$ cat src/rtl/secuenciador_principal.sv
// Slot sequencer: walks ESTADO through the slots of a pass, requesting one bus
// transaction per slot, with per-slot acknowledge timeout, abort and sticky error.
module secuenciador_principal #(
  parameter int         ESPERA_MAX = 16,
  parameter logic [4:0] ESTADO_FIN = 5'd19
) (
  input  logic       CLK,
  input  logic       RST,
  input  logic       INICIAR,
  input  logic       MODO,
  input  logic       ABORTAR,
  input  logic       LISTO_BUS,
  output logic       PEDIDO_BUS,
  output logic [4:0] ESTADO,
  output logic       OCUPADO,
  output logic       FIN,
  output logic       ERROR
);

  typedef enum logic [2:0] {
    REPOSO,
    ESPERAR,
    AVANZAR,
    TERMINAR,
    FALLA
  } fase_t;

  localparam logic [7:0] LIMITE   = 8'(ESPERA_MAX - 1);
  localparam logic [4:0] SLOT_CFG = 5'd16;
  // A configuration pass never starts beyond the last slot.
  localparam logic [4:0] INI_CFG  = (SLOT_CFG > ESTADO_FIN) ? ESTADO_FIN : SLOT_CFG;

  fase_t      fase_q, fase_d;
  logic [4:0] slot_d;
  logic [7:0] cnt_q, cnt_d;
  logic       err_d;

  always_ff @(posedge CLK) begin
    if (RST) begin
      fase_q     <= REPOSO;
      ESTADO     <= ESTADO_FIN;
      cnt_q      <= '0;
      ERROR      <= 1'b0;
      PEDIDO_BUS <= 1'b0;
      OCUPADO    <= 1'b0;
      FIN        <= 1'b0;
    end else begin
      fase_q     <= fase_d;
      ESTADO     <= slot_d;
      cnt_q      <= cnt_d;
      ERROR      <= err_d;
      // Outputs are flops decoded from the next phase, so they track fase_q exactly.
      PEDIDO_BUS <= (fase_d == ESPERAR);
      OCUPADO    <= (fase_d != REPOSO);
      FIN        <= (fase_d == TERMINAR);
    end
  end

  always_comb begin
    fase_d = fase_q;
    slot_d = ESTADO;
    cnt_d  = cnt_q;
    err_d  = ERROR;
    unique case (fase_q)
      REPOSO: begin
        slot_d = ESTADO_FIN;
        if (INICIAR && !ABORTAR) begin
          fase_d = ESPERAR;
          slot_d = MODO ? INI_CFG : 5'd0;
          err_d  = 1'b0;
          cnt_d  = '0;
        end
      end
      ESPERAR: begin
        // Priority: abort, then acknowledge, then timeout.
        if (ABORTAR) begin
          fase_d = REPOSO;
          slot_d = ESTADO_FIN;
          cnt_d  = '0;
        end else if (LISTO_BUS) begin
          fase_d = AVANZAR;
          cnt_d  = '0;
        end else if (cnt_q == LIMITE) begin
          fase_d = FALLA;
          err_d  = 1'b1;
        end else begin
          cnt_d = cnt_q + 8'd1;
        end
      end
      AVANZAR: begin
        cnt_d = '0;
        if (ABORTAR) begin
          fase_d = REPOSO;
          slot_d = ESTADO_FIN;
        end else if (ESTADO >= ESTADO_FIN) begin
          fase_d = TERMINAR;
          slot_d = ESTADO_FIN;
        end else begin
          fase_d = ESPERAR;
          slot_d = ESTADO + 5'd1;
        end
      end
      TERMINAR: begin
        fase_d = REPOSO;
        slot_d = ESTADO_FIN;
      end
      FALLA: begin
        fase_d = REPOSO;
        slot_d = ESTADO_FIN;
        cnt_d  = '0;
      end
      default: begin
        fase_d = REPOSO;
        slot_d = ESTADO_FIN;
        cnt_d  = '0;
      end
    endcase
  end

endmodule

$ cat config.mk
export PLATFORM = sky130hd
export DESIGN_NAME = secuenciador_principal
export DESIGN_NICKNAME = d
export VERILOG_FILES = /design/src/rtl/secuenciador_principal.sv
export SDC_FILE = /design/constraint.sdc
export NUM_CORES = 1
export LEC_CHECK = 0
export CORE_UTILIZATION = 45
export DETAILED_ROUTE_END_ITERATION = 10
export PLACE_DENSITY = 0.66
export SLEW_MARGIN = 20
export SYNTH_ARGS = -nofsm -noshare
export SYNTH_HDL_FRONTEND = slang
export SYNTH_SLANG_ARGS = --single-unit
$ cat constraint.sdc
create_clock -name CLK -period 1.9 [get_ports CLK]
set_input_delay 0.38 -clock CLK [delete_from_list [all_inputs] [get_ports CLK]]
set_output_delay 0.38 -clock CLK [all_outputs]
set_load 0.01 [all_outputs]
[Yosys cells after proc, flatten, opt, wreduce, memory -nomap -nowiden]
Index checks and enable logic that the tools add are counted.
Storage, ports and cells
  bits in read-only memories: 0
  bits in registers: 20
  logic and storage cells: 53
  bits in latches: 0
  bits in writable memories: 0
  output and inout port bits: 9
  memories: 0
  input port bits: 6
Operators by class
  shifts and indexed selects: 0
  eq/ne operators: 12
  multipliers: 0
  bitwise gates (word level): 1
  mux-type cells: 23
  magnitude comparators: 1
  div/mod/pow operators: 0
  reduce and logical (&&, ||, !) cells: 7
  $add $sub $neg: 2
Operators with widths (number)
  2-to-1 mux 8 bit: 4
  2-to-1 mux 5 bit: 5
  one-hot mux 8 bit (3 select lines): 1
  one-hot mux 5 bit (3 select lines): 1
  2-to-1 mux 3 bit: 4
  inequality test 2 bit (second input constant): 5
  equality test 3 x 2 -> 1 bit (second input constant): 3
  one-hot mux 3 bit (3 select lines): 1
  adder 8 x 1 -> 8 bit (second input constant): 1
  equality test 8 x 4 -> 1 bit (second input constant): 1
  equality test 3 x 1 -> 1 bit (second input constant): 2
  adder 5 x 1 -> 5 bit (second input constant): 1
  >= comparator 5 bit (second input constant): 1
  AND reduction 5 bit: 1
  2-to-1 mux 1 bit: 4
  2-to-1 mux 2 bit: 2
  inequality test 4 bit (second input constant): 1
  zero test 3 bit: 1
  AND reduction 3 bit: 1
  nonzero test 3 bit: 1
  one-hot mux 1 bit (2 select lines): 1
  nonzero test 2 bit: 1
  logical AND 1 bit: 1
  zero test 1 bit: 1
  NOT 1 bit: 1

[Longest topological paths before layout]
  depth after elaboration: 6
  gate-level depth with buffers: 6
  gate-level depth less buffers: 5

[Least setup slack after synthesis]
Ideal clock, no wire load.
  path type: register to register
  start point: register cnt_q[0]
  end point: register cnt_q[0]
  setup slack: 0.241 ns
  path buffers: 1
  arrival: 1.579 ns
  cell stages (with the launch flop): 7
  data required time: 1.821 ns
  setup time: 0.079 ns
  cell sequence: dfxtp_1 > ha_1 > and3_1 > clkbuf_1 > and2_1 > a22oi_4 > a211oi_2
On the way
  word-level cells in the longest chain between the ends: 5
  elaborated cells between the ends (all ways): 8
Ends and longest elaborated chain
  from (decl): line 35  | logic [7:0] cnt_q, cnt_d;
  from (signal assigned): line 50  | cnt_q <= cnt_d;
  adder 8 x 1 -> 8 bit: line 87  | cnt_d = cnt_q + 8'd1;
  2-to-1 mux 8 bit: line 83  | end else if (cnt_q == LIMITE) begin
  2-to-1 mux 8 bit: line 80  | end else if (LISTO_BUS) begin
  2-to-1 mux 8 bit: line 76  | if (ABORTAR) begin
  one-hot mux 8 bit (3 select lines): line 64  | unique case (fase_q)
Parallel ways exist; a longest one is shown, timed or not. The select of a mux whose other input is x is not followed.
A chain may end at the register's enable or synchronous reset.

[Final worst setup path]
  start point: input port ABORTAR
  end point: register ESTADO[2]
On the way
  word-level cells in the longest chain between the ends: 4
  elaborated cells between the ends (all ways): 6
Ends and longest elaborated chain
  from (decl): line 11  | input logic ABORTAR,
  zero test 1 bit: line 67  | if (INICIAR && !ABORTAR) begin
  logical AND 1 bit: line 67
  2-to-1 mux 5 bit: line 67
  one-hot mux 5 bit (3 select lines): line 64
  to (signal assigned): line 49  | ESTADO <= slot_d;
  to (decl): line 14  | output logic [4:0] ESTADO,
Parallel ways exist; a longest one is shown, timed or not.

==> summary.txt <==
Worst setup path
  • Critical path cell sequence: clkdlybuf4s50_1, buf_4, or4b_4, a211o_1, a311oi_1
  • Worst EP required: 2130 ps
  • CP arrival: 2040 ps
  • CP startpoint kind: input port
  • Slowest CP cell: or4b_4
  • Max incr delay on CP: 520 ps
  • Setup CP Type: in2reg
  • FF-to-FF Start: fase_q[1]$_SDFF_PP0_
  • Max FO, Critical Path: 3
  • Critical path origin: ABORTAR
  • CP Capture Type: flip-flop

Placement
  • # placed instances: 174
  • I/O Buffers: 14
  • Gpl congestion: 0.843
  • Worst slack, placed: -239 ps
  • Detail Placement HPWL: 1980 um

Synth
  • Mapped Avg Cell Area: 9.29 um^2
  • Leading area contributor after synthesis: dfxtp_1
  • Post-synth EDFFs: 0
  • Ys async rst share: 0
  • Gate Count Post-Synth: 122
  • Compound-cell area share of the yosys netlist: 0.298
  • Post-synthesis adder-cell area fraction: 0.0221
  • Ys Warns: 0
  • Top cell type's share of synthesized area: 0.353
  • Main synth FF type: dfxtp_1
  • Mapped Area: 1130 um^2
  • Syn_nets: 130
  • Post-Synth Simple-Gate Area: 0.275
  • Mux contribution to synthesized area: 0
  • Largest family of logic cells by synthesized area: compound AO/OA/AOI/OAI gates
  • Count of cell types in the netlist: 45
  • Post-synthesis xor/xnor area fraction: 0.0155
  • Seq/Total Area, Yosys: 0.353
  • Ranking of synthesized cells by area: dfxtp_1 35%, o21ai_1 4.4%, a211oi_2 3.3%, nand3_1 3.1%, nand2_1 3.0%
  • FF+latch count, synth: 20

Run
  • Max cap viols: 0

CTS
  • Clock transition at path regs: 120 ps
  • Total CTS buffers: 3
  • Clk root buf: clkbuf_4
  • Clock net sink count: 20
  • TritonCTS clock tree: yes
  • Post-CTS setup buffer count: 0
  • Post-CTS Hold Buffers: 0
  • Clk Latency, worst-skew pair: 310 ps
  • CTS H-tree lvls: 1
  • Post-CTS resize count: 0
  • Buffer depth of the longest clock path: 2

Global routing
  • Number of antenna violations at the first check in global routing: 0
  • Total grt overflow: 0
  • Pin count of the biggest net entering global routing: 13
  • First-pass GRT wire length: 4550 um
  • Vias in the first global route: 1003
  • Total GRT Usage: 0.228

Routing
  • Total Routed Length: 2620 um
  • Detailed Routing Iterations Pass 1: 5
  • Drt initial violations: 45
  • Routed vias/inst: 5.96
  • Via count: 1060
  • Routed Antenna Nets: 0
  • # DRC: 0
  • Routed WL per cell: 14.7 um

STA
  • Rel. slew slack: 0.686
  • Least-Margin Pin Slew: 468 ps
  • Min Hold Slack: 536 ps
  • Hold Vio Cnt, Final: 0
  • Peak Freq: 0.552 GHz
  • Final Worst Setup Slack: 89.3 ps
  • Count of final setup violators: 0
  • Crit path time final: 1810 ps
  • RSZ-0062 raised after global routing: false
  • Final worst-path cycle share: 0.953
  • Max Transition Viols Final: 0
  • Clk_skew: 2.72 ps

Run status
  • Status: completed

Power
  • Pwr/cell area: 561 nW/um^2
  • LEAKAGE: 0.000520 uW
  • VDD IR max: 0.558 mV

Hold path
  • Worst hold start: ERROR$_SDFFE_PP0P_
  • Hold crit path type: reg2reg

Finish
  • N_diodes: 0
  • Share of cells above drive strength 1: 0.227
  • Commonest non-fill, non-tap cell in the layout: dfxtp_1
  • Utilization after layout: 0.623
  • Area Growth Syn to Fin: 26.3%
  • Non-Filler Instances: 178
  • Number of nets in the layout: 159
  • Most frequent cells in the layout: 20 x dfxtp_1, 16 x buf_4, 14 x clkdlybuf4s50_1

Floorplanning
  • Row Count: 17
  • Die height: 52.2 um
  • Core Region: 2300 um^2
  • Initial Utilization: 0.493
  • Die Width: 52.2 um
  • I/O pins: 15
  • Die ar.: 2720 um^2
-- layer usage --
metal  track usage  vias up  part of all wire
li1              -      516                 -
met4        0.0702        0            0.0099
met2         0.353       39              0.44
met1         0.305      501              0.48
met5             0        -                 0
met3        0.0667        4             0.063
-- cells by family after synthesis --
| group | count (synthesis) |
|---|---|
| fa+ha+maj | 2 |
| flops | 20 |
| xor+xnor | 2 |
| simple gates | 48 |
| buf+inv | 8 |
| compound gates | 42 |
-- cell usage after synthesis (3+ instances only) --
master,number
a211oi_2,3
a21oi_1,5
a22oi_1,3
a31oi_1,4
clkbuf_1,3
dfxtp_1,20
nand2_1,9
nand2b_1,5
nand3_1,7
nor2_1,5
nor3_1,6
o21a_1,3
o21ai_1,10
-- critical path: cells and delay by family --
family	cells	cell delay, ps
buffers and inverters	2	600
AO/OA/AOI/OAI	2	530
AND/OR/NAND/NOR	1	520
-- stage by stage --
stage,total power [uW],instance area [um^2],TNS (ps)
final,802,1430,0
after global routing,837,1430,0
after CTS,807,1430,0
after detailed placement,552,1400,-2240
after global placement,550,1400,-1960
after floorplan,500,1130,0
-- flip-flops by register name, summed over array words and instances (netlist names) --
name,cells
fase_q,3
cnt_q,8
ESTADO,5
ERROR,1
PEDIDO_BUS,1
OCUPADO,1
FIN,1
-- power breakdown --
part / leakage [uW] / internal, uW / total [uW] / switching, uW
combinational: 0.000337 / 53.6 / 108 / 54.9
sequential: 0.000162 / 427 / 434 / 7.73
clock: 0.0000210 / 117 / 259 / 142
-- final timing paths --
kind	cells past startpoint	slack, ps	end
max	5	90	ESTADO[2]$_SDFFE_PP0P_
min	2	540	ERROR$_SDFFE_PP0P_
max reg2reg	3	210	ESTADO[2]$_SDFFE_PP0P_
min reg2reg	2	540	ERROR$_SDFFE_PP0P_
-- layout make-up --
| cell class | count | area, um^2 |
|---|---|---|
| Fill cell | 200 | 866 |
| Multi-Input combinational cell | 94 | 692 |
| Sequential cell | 20 | 400 |
| Timing Repair Buffer | 30 | 260 |
| Clock buffer | 4 | 36.3 |
| Tap cell | 28 | 35.0 |
| Inverter | 2 | 7.51 |
(Power assumes the default switching activity.)
